`config.mk`:
```
export PLATFORM = sky130hd
export DESIGN_NAME = prioritized_arbiter_stage
export DESIGN_NICKNAME = d
export VERILOG_FILES = /design/src/rtl/prio_arb_pkg.sv /design/src/rtl/prioritized_arbiter_stage_ffs.sv /design/src/rtl/prioritized_arbiter_stage.sv
export SDC_FILE = /design/constraint.sdc
export NUM_CORES = 1
export LEC_CHECK = 0
export ABC_AREA = 1
export BUFFER_PORTS_ARGS = -buffer_cell sky130_fd_sc_hd__buf_2
export CAP_MARGIN = 10
export CORE_ASPECT_RATIO = 1.1
export CORE_MARGIN = 3
export CORE_UTILIZATION = 48
export CTS_CLUSTER_DIAMETER = 60
export CTS_CLUSTER_SIZE = 24
export DETAILED_ROUTE_END_ITERATION = 12
export PLACE_DENSITY = 0.85
export SYNTH_ARGS = -nofsm -noshare
export SYNTH_HDL_FRONTEND = slang
export SYNTH_SLANG_ARGS = --single-unit
```
`constraint.sdc`:
```
create_clock -name clk -period 2.6 [get_ports clk]
set_input_delay 0.52 -clock clk [delete_from_list [all_inputs] [get_ports clk]]
set_output_delay 0.52 -clock clk [all_outputs]
set_load 0.05 [all_outputs]
```
`src/rtl/prio_arb_pkg.sv`:
```
// Shared types and helpers for the prioritized arbiter stage.
package prio_arb_pkg;

  typedef enum logic {
    IDLE   = 1'b0,
    LOCKED = 1'b1
  } state_t;

  // Index width for n inputs, never narrower than one bit.
  function automatic int idx_w(input int n);
    return (n <= 2) ? 1 : $clog2(n);
  endfunction

endpackage

```
`src/rtl/prioritized_arbiter_stage_ffs.sv`:
```
// Find-first-set over the request vector; the lowest index wins.
module prio_ffs
  import prio_arb_pkg::*;
#(
  parameter int n = 4
) (
  input  logic [n-1:0]          req,
  output logic [idx_w(n)-1:0]   idx,
  output logic                  found
);

  localparam int IW = idx_w(n);

  always_comb begin
    idx   = '0;
    found = 1'b0;
    for (int i = n - 1; i >= 0; i--) begin
      if (req[i]) begin
        idx   = IW'(i);
        found = 1'b1;
      end
    end
  end

endmodule

```
`src/rtl/prioritized_arbiter_stage.sv`:
```
// Registered, packet-aware fixed-priority arbiter (input 0 highest priority).
// PRIO_ARB_GRANT_INDEX_EN adds out_index, the input index of each output beat.
module prioritized_arbiter_stage
  import prio_arb_pkg::*;
#(
  parameter int data_width       = 8,
  parameter int number_of_inputs = 4
) (
  input  logic                          clk,
  input  logic                          rst,
  input  logic [number_of_inputs-1:0]   in_valid,
  input  logic [data_width-1:0]         in_data [number_of_inputs],
  input  logic [number_of_inputs-1:0]   in_last,
  output logic [number_of_inputs-1:0]   in_ready,
  output logic                          out_valid,
  output logic [data_width-1:0]         out_data,
  output logic                          out_last,
`ifdef PRIO_ARB_GRANT_INDEX_EN
  output logic [idx_w(number_of_inputs)-1:0] out_index,
`endif
  input  logic                          out_ready
);

  localparam int IW = idx_w(number_of_inputs);

  state_t        state;
  logic [IW-1:0] owner;
  logic [IW-1:0] ffs_idx;
  logic          ffs_found;
  logic [IW-1:0] grant;
  logic          grant_valid;
  logic          slot_free;
  logic          xfer;

  prio_ffs #(.n(number_of_inputs)) u_ffs (
    .req   (in_valid),
    .idx   (ffs_idx),
    .found (ffs_found)
  );

  // While locked only the owner may be granted, even if it has gone idle.
  always_comb begin
    grant       = ffs_idx;
    grant_valid = ffs_found;
    if (state == LOCKED) begin
      grant       = owner;
      grant_valid = in_valid[owner];
    end
  end

  assign slot_free = !out_valid || out_ready;
  assign xfer      = grant_valid && slot_free;

  always_comb begin
    in_ready = '0;
    if (xfer) in_ready[grant] = 1'b1;
  end

  always_ff @(posedge clk or posedge rst) begin
    if (rst) begin
      state     <= IDLE;
      owner     <= '0;
      out_valid <= 1'b0;
      out_data  <= '0;
      out_last  <= 1'b0;
`ifdef PRIO_ARB_GRANT_INDEX_EN
      out_index <= '0;
`endif
    end else if (xfer) begin
      out_valid <= 1'b1;
      out_data  <= in_data[grant];
      out_last  <= in_last[grant];
`ifdef PRIO_ARB_GRANT_INDEX_EN
      out_index <= grant;
`endif
      if (state == IDLE) begin
        if (!in_last[grant]) begin
          state <= LOCKED;
          owner <= grant;
        end
      end else if (in_last[grant]) begin
        state <= IDLE;
      end
    end else if (slot_free) begin
      out_valid <= 1'b0;
    end
  end

`ifndef SYNTHESIS
  a_ready_onehot: assert property (@(posedge clk) disable iff (rst) $onehot0(in_ready));
  a_out_stable: assert property (@(posedge clk) disable iff (rst)
    (out_valid && !out_ready) |=> (out_valid && $stable(out_data) && $stable(out_last)));
`endif

endmodule

```
==> results.yml <==
place:
  placedCellCount: 252
  dpl.hpwl_um: 2133
  placed_area_um2: 1346
  port_buffers: 56
  gp_congestion: 0.7913
clock_tree:
  clockBufferDepth: 2
  cts_resized: 0
  h-tree-depth: 1
  postCtsHoldBufs: 0
  numCtsBuffers: 3
  postCtsSetupBuffers: 0
  tritoncts: "built"
  clkTransAtPathRegs_ns: 0.08
  clock-root-buffer: "clkbuf_4"
  clkLatencyLatePin_ns: 0.27
  cts_sinks: 13
floorplanning:
  die_w_um: 51.25
  dieArea_um2: 2858
  num_rows: 17
  coreArea_um2: 2063
  ios: 57
  start_util: 0.5240
  dieHeight_um: 55.78
sta:
  tightest_slew_ns: 0.4791
  skew_ns: 0.004894
  rsz0062_at_grt: "no"
  relSlewSlack: 0.6803
  finalSetupViolCount: 0
  finalHoldViolCount: 0
  min_period_ns: 2.353
  final_max_slew_viol_count: 0
  finalCritPeriodShare: 0.9048
  max_freq_mhz: 425.1
  final.setup.tns_ns: 0
worst_setup_path:
  critPathCaptureType: "output pin"
  crit_path_max_fanout: 22
  slowest_delay_ns: 0.45
  slowest_stage: "dfrtp_1"
  regToRegSetupSlack_ns: 0.93
  start_kind: "flip-flop"
  critical_path_arrival_ns: 1.83
  worst_ep_required_time_ns: 2.08
  critical_path.top_delay_family: "simple AND/OR/NAND/NOR gates"
  crit_chain: "nor2_1 > nand2_2 > nand2_4 > inv_4 > nor3_2 > buf_2"
  critical_path_buf_inv_count: 2
  path_class: "reg2out"
power_and_ir_drop:
  switching_share: 0.5772
  pwr-share-clk: 0.077
  vdd_ir_drop_max_uv: 884.1
  totalPowerFinal_mw: 1.592
  p_per_area_nw_per_um2: 1160
  power.leakage_nw: 0.8633
  switchingPower_mw: 0.9188
  internal_power_mw: 0.6730
  combPwrFrac: 0.695
  seqPwrFrac: 0.228
synthesis:
  synth_cell_types: 22
  syn_inst: 172
  postSynthAreaPerCell_um2: 6.285
  ys_seq_elements: 13
  synth_edf_count: 0
  netlist_area_um2: 1081
  synth_ff_type: "dfrtp_1"
  synth_seq_area_share: 0.3009
  synth_nets: 215
  synth-async-reset-ratio: 1.000
  yosysWarnings: 0
grt:
  grt_pass1_vias: 1079
  gr-total-overflow: 0
  antenna_found_initial: 0
  grt_pass1_wl_um: 4229
  grt_usage: 0.1844
  grt_max_degree: 23
min_path:
  hp-class: "in2async"
routing:
  drc: 0
  drtAntennaViolNets: 0
  avgViaCountPerCell: 4.809
  drt_first_iter_violations: 29
  via_count: 1231
  wirelength_um: 2591
  drtPass1Iterations: 4
  wl_per_cell_um: 10.12
layout:
  diodes: 0
  final_common_cell: "nand2_1"
  drive_gt1_frac: 0.3728
  layout.nets: 272
  synthToLayoutAreaGrowth_pct: 26.97
  layout_common_cells: "nand2_1, buf_2, nand2_2, dfrtp_1, inv_1"
  final_area_um2: 1373
  fin_cells: 256
run:
  drv_cap: 0
status:
  outcome: "finished, final reports clean"
power groups by stage:
stage               clock network, mW  logic, mW  registers, mW
global route                    0.141       1.21          0.376
detailed placement                  0       1.12          0.363
CTS                             0.127       1.12          0.363
finish                          0.123       1.11          0.363
global placement                    0       1.10          0.364
floorplan                           0      0.676          0.616
registers in the layout, indices dropped and copies added (netlist names):
| name | flops |
|---|---|
| owner | 2 |
| out_data | 8 |
| state | 1 |
| out_valid | 1 |
| out_last | 1 |
area by class of cell:
class                   count  area, um2
inverters                  10      53.80
clock buffers               4      26.28
multi-input cells         143      636.9
repair buffers             58      295.3
well taps                  28      35.03
flip-flops and latches     13      325.3
fillers                   207      690.7
final timing paths:
kind	depth (start not counted)	end	startpoint
min in group clk	2	out_data[7]	out_data[7]
max in group asynchronous	2	out_data[6]	rst
hold / removal	2	out_data[5]	rst
hold reg to reg	2	out_data[7]	out_data[7]
setup / recovery	6	in_ready[1]	state
setup reg to reg	7	out_data[6]	state
cells by family after synthesis:
| logic type | after synthesis | synth area share |
|---|---|---|
| simple gates | 139 | 0.5671 |
| flops | 13 | 0.3009 |
| buf+inv | 16 | 0.1100 |
| compound gates | 4 | 0.02199 |
cell usage after synthesis, types with 2 or more instances:
cell,n,share of area
buf_6,2,0.021
nand4_1,2,0.012
o21ai_0,2,0.0093
nand2_2,13,0.075
inv_1,7,0.024
nor3_2,4,0.037
buf_4,2,0.014
dfrtp_1,13,0.30
nand3_1,3,0.014
nor2_1,3,0.010
nand3_2,2,0.019
nand2_1,109,0.38
metrics by stage:
step           hold slack (ns)  utilization  setup WS [ns]
3_5_place_dp            0.4629       0.6525         0.3763
2_1_floorplan           0.3970            -         0.3129
3_3_place_gp            0.4576       0.6525         0.3930
5_1_grt                 0.2714       0.6653         0.1116
4_1_cts                 0.2591       0.6653         0.2397
6_report                0.2462       0.6653         0.2475
worst reg2reg max path: stages, from the launching register on:
cell and delay, ns:
dfrtp_1 0.45, nor3_1 0.26, nand2_1 0.12, nand3_2 0.17, buf_4 0.22, bufinv_8 0.22, nand2_1 0.07, nand2_1 0.05
layer usage:
layer / track usage / wire length, um / vias up
met1: 0.2245 / 1126 / 544
met2: 0.3278 / 1231 / 54
met3: 0.05094 / 233 / 0
li1: - / - / 633
met5: 0 / 0 / -
met4: 0.02247 / 0 / 0
Power figures use the tool's default switching activity.
